===== config.mk =====
export PLATFORM = sky130hd
export DESIGN_NAME = qpsk_awgn_top
export DESIGN_NICKNAME = d
export VERILOG_FILES = /design/src/rtl/qpsk_awgn_top.sv
export SDC_FILE = /design/constraint.sdc
export NUM_CORES = 1
export LEC_CHECK = 0
export CAP_MARGIN = 20
export CELL_PAD_IN_SITES_DETAIL_PLACEMENT = 1
export CELL_PAD_IN_SITES_GLOBAL_PLACEMENT = 1
export CORE_UTILIZATION = 36
export CTS_BUF_LIST = sky130_fd_sc_hd__clkbuf_8
export DETAILED_ROUTE_END_ITERATION = 10
export GPL_TIMING_DRIVEN = 1
export PLACE_DENSITY = 0.9
export SKIP_CTS_REPAIR_TIMING = 1
export SLEW_MARGIN = 15
export SYNTH_ARGS = -nofsm -noshare
export SYNTH_HDL_FRONTEND = slang
export SYNTH_SLANG_ARGS = --single-unit

===== constraint.sdc =====
create_clock -name clk -period 1.37 [get_ports clk]
set_input_delay 0.274 -clock clk [delete_from_list [all_inputs] [get_ports clk]]
set_output_delay 0.274 -clock clk [all_outputs]
set_load 0.005 [all_outputs]

===== src/rtl/qpsk_awgn_top.sv =====
// qpsk_awgn_top: PRBS9-driven QPSK mapper feeding an additive Gaussian-noise channel, S(9,7) samples.
// Build with AWGN_EN defined to include the noise path; without it rx is the clean symbol delayed one clock.
module qpsk_awgn_top #(
  parameter int DWIDTH    = 9,
  parameter int SNR_WIDTH = 11
) (
  input  logic                        clk,
  input  logic                        rst,
  input  logic signed [SNR_WIDTH-1:0] sigma_scale,
  output logic signed [DWIDTH-1:0]    rx_I,
  output logic signed [DWIDTH-1:0]    rx_Q
);

  localparam logic [8:0]               PRBS_SEED_I = 9'h1AA;
  localparam logic [8:0]               PRBS_SEED_Q = 9'h0FE;
  localparam logic signed [DWIDTH-1:0] AMP         = DWIDTH'(91);

  function automatic logic signed [DWIDTH-1:0] map_bit(input logic b);
    return b ? -AMP : AMP;
  endfunction

  logic [8:0]               prbs_i, prbs_q;
  logic                     bit_i, bit_q;
  logic signed [DWIDTH-1:0] tx_I_internal, tx_Q_internal;

  // Fibonacci x^9+x^5+1: the bit shifted in this clock is the bit mapped this clock.
  assign bit_i = prbs_i[8] ^ prbs_i[4];
  assign bit_q = prbs_q[8] ^ prbs_q[4];

`ifdef AWGN_EN
  localparam int                PW          = 10 + SNR_WIDTH;
  localparam int                SW          = PW + 1;
  localparam logic [31:0]       NOISE_POLY  = 32'h80200003;
  localparam logic [31:0]       NOISE_SEED_I = 32'hACE12345;
  localparam logic [31:0]       NOISE_SEED_Q = 32'h12345678;
  localparam logic signed [SW-1:0] RX_MAX   = SW'(2 ** (DWIDTH - 1) - 1);
  localparam logic signed [SW-1:0] RX_MIN   = SW'(-(2 ** (DWIDTH - 1)));

  function automatic logic [31:0] lfsr_adv8(input logic [31:0] s);
    logic [31:0] r;
    r = s;
    for (int n = 0; n < 8; n++) r = r[0] ? ((r >> 1) ^ NOISE_POLY) : (r >> 1);
    return r;
  endfunction

  // Sum of four signed bytes approximates a Gaussian with std ~148.
  function automatic logic signed [9:0] gauss(input logic [31:0] s);
    logic signed [9:0] acc;
    acc = '0;
    for (int n = 0; n < 4; n++) acc = acc + {{2{s[8*n+7]}}, s[8*n +: 8]};
    return acc;
  endfunction

  function automatic logic signed [DWIDTH-1:0] sat(input logic signed [SW-1:0] v);
    if (v > RX_MAX) return RX_MAX[DWIDTH-1:0];
    if (v < RX_MIN) return RX_MIN[DWIDTH-1:0];
    return v[DWIDTH-1:0];
  endfunction

  logic [31:0]                 lfsr_i, lfsr_q;
  logic signed [SNR_WIDTH-1:0] scale;
  logic signed [PW-1:0]        prod_i, prod_q;
  logic signed [PW-1:0]        noise_i_p0, noise_q_p0;

  always_comb begin
    scale  = sigma_scale[SNR_WIDTH-1] ? '0 : sigma_scale;
    prod_i = PW'(gauss(lfsr_i)) * PW'(scale);
    prod_q = PW'(gauss(lfsr_q)) * PW'(scale);
  end

  // Stage 1: noise product registered alongside the tx symbol.
  always_ff @(posedge clk) begin
    if (!rst) begin
      lfsr_i     <= NOISE_SEED_I;
      lfsr_q     <= NOISE_SEED_Q;
      noise_i_p0 <= '0;
      noise_q_p0 <= '0;
    end else begin
      lfsr_i     <= lfsr_adv8(lfsr_i);
      lfsr_q     <= lfsr_adv8(lfsr_q);
      noise_i_p0 <= prod_i >>> 10;
      noise_q_p0 <= prod_q >>> 10;
    end
  end
`else
  logic unused_sigma;
  assign unused_sigma = ^sigma_scale;
`endif

  always_ff @(posedge clk) begin
    if (!rst) begin
      prbs_i        <= PRBS_SEED_I;
      prbs_q        <= PRBS_SEED_Q;
      tx_I_internal <= '0;
      tx_Q_internal <= '0;
      rx_I          <= '0;
      rx_Q          <= '0;
    end else begin
      prbs_i        <= {prbs_i[7:0], bit_i};
      prbs_q        <= {prbs_q[7:0], bit_q};
      tx_I_internal <= map_bit(bit_i);
      tx_Q_internal <= map_bit(bit_q);
      // Stage 2: received sample from the stage-1 symbol and noise.
`ifdef AWGN_EN
      rx_I          <= sat(SW'(tx_I_internal) + SW'(noise_i_p0));
      rx_Q          <= sat(SW'(tx_Q_internal) + SW'(noise_q_p0));
`else
      rx_I          <= tx_I_internal;
      rx_Q          <= tx_Q_internal;
`endif
    end
  end

endmodule


==> flow_metrics.env <==
export IMPL_finalCritPeriodShare=0.846
export IMPL_yosys_area_top_type="dfxtp_1"
export IMPL_areaGrowthSynthToFinish_pct=32.9
export IMPL_drt_iter0_drc=0
export IMPL_pwr_share_comb=0.070
export IMPL_io_buffers=19
export IMPL_wl_per_cell_um=13.1
export IMPL_tns_ns=0
export IMPL_hpwl_um=844
export IMPL_drv_cap=0
export IMPL_ant_nets=0
export IMPL_startpoint_type="flip-flop"
export IMPL_finalNonFillerCells=107
export IMPL_die_h_um=49.5
export IMPL_fmax_mhz=863
export IMPL_cts_tree="done"
export IMPL_diodes=0
export IMPL_syn_avg_cell_area_um2=11.9
export IMPL_num_nets_final=94
export IMPL_wirelength_um=1410
export IMPL_whs_ns=0.419
export IMPL_yosys_top_cells_area="dfxtp_1 (64%), buf_4 (13%), and2_1 (8.5%)"
export IMPL_switching_share=0.183
export IMPL_antenna_found_initial=0
export IMPL_htree_num_levels=1
export IMPL_synth_top_cell_area_share=0.642
export IMPL_rsz0062_at_grt="false"
export IMPL_yosysUniqueCellTypes=9
export IMPL_path_max_fanout=3
export IMPL_total_power_uw=1540
export IMPL_setup_viol=0
export IMPL_cts_num_sinks=26
export IMPL_syn_inst=68
export IMPL_hold_class="reg2reg"
export IMPL_core_um2=2040
export IMPL_final_cell_mix="dfxtp_1 (21), dlymetal6s2s_1 (18), and2_1 (11), nand2b_1 (8), dfxtp_2 (5)"
export IMPL_p_leak_uw=0.000700
export IMPL_fp_dieW_um=49.5
export IMPL_p_clk_frac=0.401
export IMPL_ys_ff_latch=26
export IMPL_vias_per_cell=4.03
export IMPL_relSlewSlack=0.882
export IMPL_syn_nets=81
export IMPL_end_kind="output pin"
export IMPL_pin_count=31
export IMPL_grt_ovfl_total=0
export IMPL_drt_first_pass_iters=1
export IMPL_gp_congestion=0.646
export IMPL_hold_viol_final=0
export IMPL_nFillCells=223
export IMPL_post_route_min_period_ns=1.16
export IMPL_initial_core_util=0.397
export IMPL_grt_usage=0.111
export IMPL_p_switching_uw=283
export IMPL_seq_area_frac_synth=0.642
export IMPL_synth_area_um2=811
export IMPL_drc=0
export IMPL_clockBufferDepth=2
export IMPL_cts_made_buffers=3
export IMPL_drive_gt1_frac=0.163
export IMPL_critical_path_required_ns=1.10
export IMPL_grt_max_degree=16
export IMPL_placedCellCount=101
export IMPL_final_common_cell="dfxtp_1"
export IMPL_yosys_warnings=0
export IMPL_clkTransAtPathRegs_ns=0.09
export IMPL_grt_pass1_wl_um=1900
export IMPL_path_class="reg2out"
export IMPL_p_int_uw=1260
export IMPL_status="finished clean"
export IMPL_arrival_ns=0.89
export IMPL_worst_slack_ns=0.211
export IMPL_report_final_slew_viol_count=0
export IMPL_clk_latency_ns=0.27
export IMPL_dieArea_um2=2450
export IMPL_cts_root_buf="clkbuf_8"
export IMPL_vdd_drop_max_uv=850
export IMPL_tightestPinTransition_ns=0.176
export IMPL_powerDensity_nw_per_um2=1430
export IMPL_first_global_vias=428
export IMPL_seqPwrFrac=0.529
export IMPL_dr_total_vias=431
export IMPL_rows=16
export IMPL_clock_skew_ns=0.00294
export IMPL_place_ws_ns=0.0785
## flip-flops by register name (all words and copies together), names as in the netlist
| name | cells |
|---|---|
| rx_Q | 3 |
| tx_Q_internal | 1 |
| prbs_i | 9 |
| rx_I | 2 |
| prbs_q | 9 |
| tx_I_internal | 2 |
## final timing paths
kind | startpoint | endpoint | slack [ns] | cells past startpoint
setup / recovery | rx_Q[7] | rx_Q[2] | 0.21 | 2
hold / removal | prbs_q[6] | prbs_q[7] | 0.42 | 1
setup reg to reg | prbs_q[4] | prbs_q[0] | 0.57 | 2
hold reg to reg | prbs_q[6] | prbs_q[7] | 0.42 | 1
## final cells by class
| class | count | area (µm²) | share of cell area |
|---|---|---|---|
| clock buffer | 3 | 41.3 | 0.0383 |
| clock inverter | 1 | 30.0 | 0.0279 |
| multi-input combinational | 27 | 180 | 0.167 |
| sequential | 26 | 527 | 0.489 |
| tap | 27 | 33.8 | 0.0314 |
| timing repair buffer | 23 | 265 | 0.246 |
## stage by stage
step                utilization  area (µm²)
finish                    0.528        1080
global route              0.528        1080
CTS                       0.495        1010
detailed placement        0.460         940
global placement          0.460         940
floorplan                     -         811
## critical path, cell delays in order, from the launching register on
cell            delay, ns
dfxtp_2              0.33
buf_4                0.13
dlymetal6s2s_1       0.16
## metal layers
layer  vias up  global-route usage  part of all wire
met1       198               0.114              0.41
met4         0              0.0714            0.0093
met2        18               0.185              0.51
li1        213                   -                 -
met3         2              0.0463             0.076
met5         -                   0                 0
## power groups by stage
stage | Combinational (µW) | Sequential, µW | Clock (µW)
final | 108 | 816 | 620
after global routing | 118 | 822 | 669
after CTS | 110 | 817 | 630
after detailed placement | 110 | 834 | 0
after global placement | 104 | 830 | 0
after floorplan | 68.2 | 829 | 0
## cells by family after synthesis
group | after synthesis | synth area share
flip-flops | 26 | 0.642
XOR/XNOR | 2 | 0.0216
buffers and inverters | 15 | 0.136
AND/OR/NAND/NOR | 25 | 0.201
## Yosys cell counts
cell type,instances
and2_1,11
and2b_1,1
buf_4,14
clkbuf_2,1
dfxtp_1,26
nand2b_1,8
nor2b_1,1
or2b_1,4
xnor2_1,2
Power figures use the tool's default switching activity.
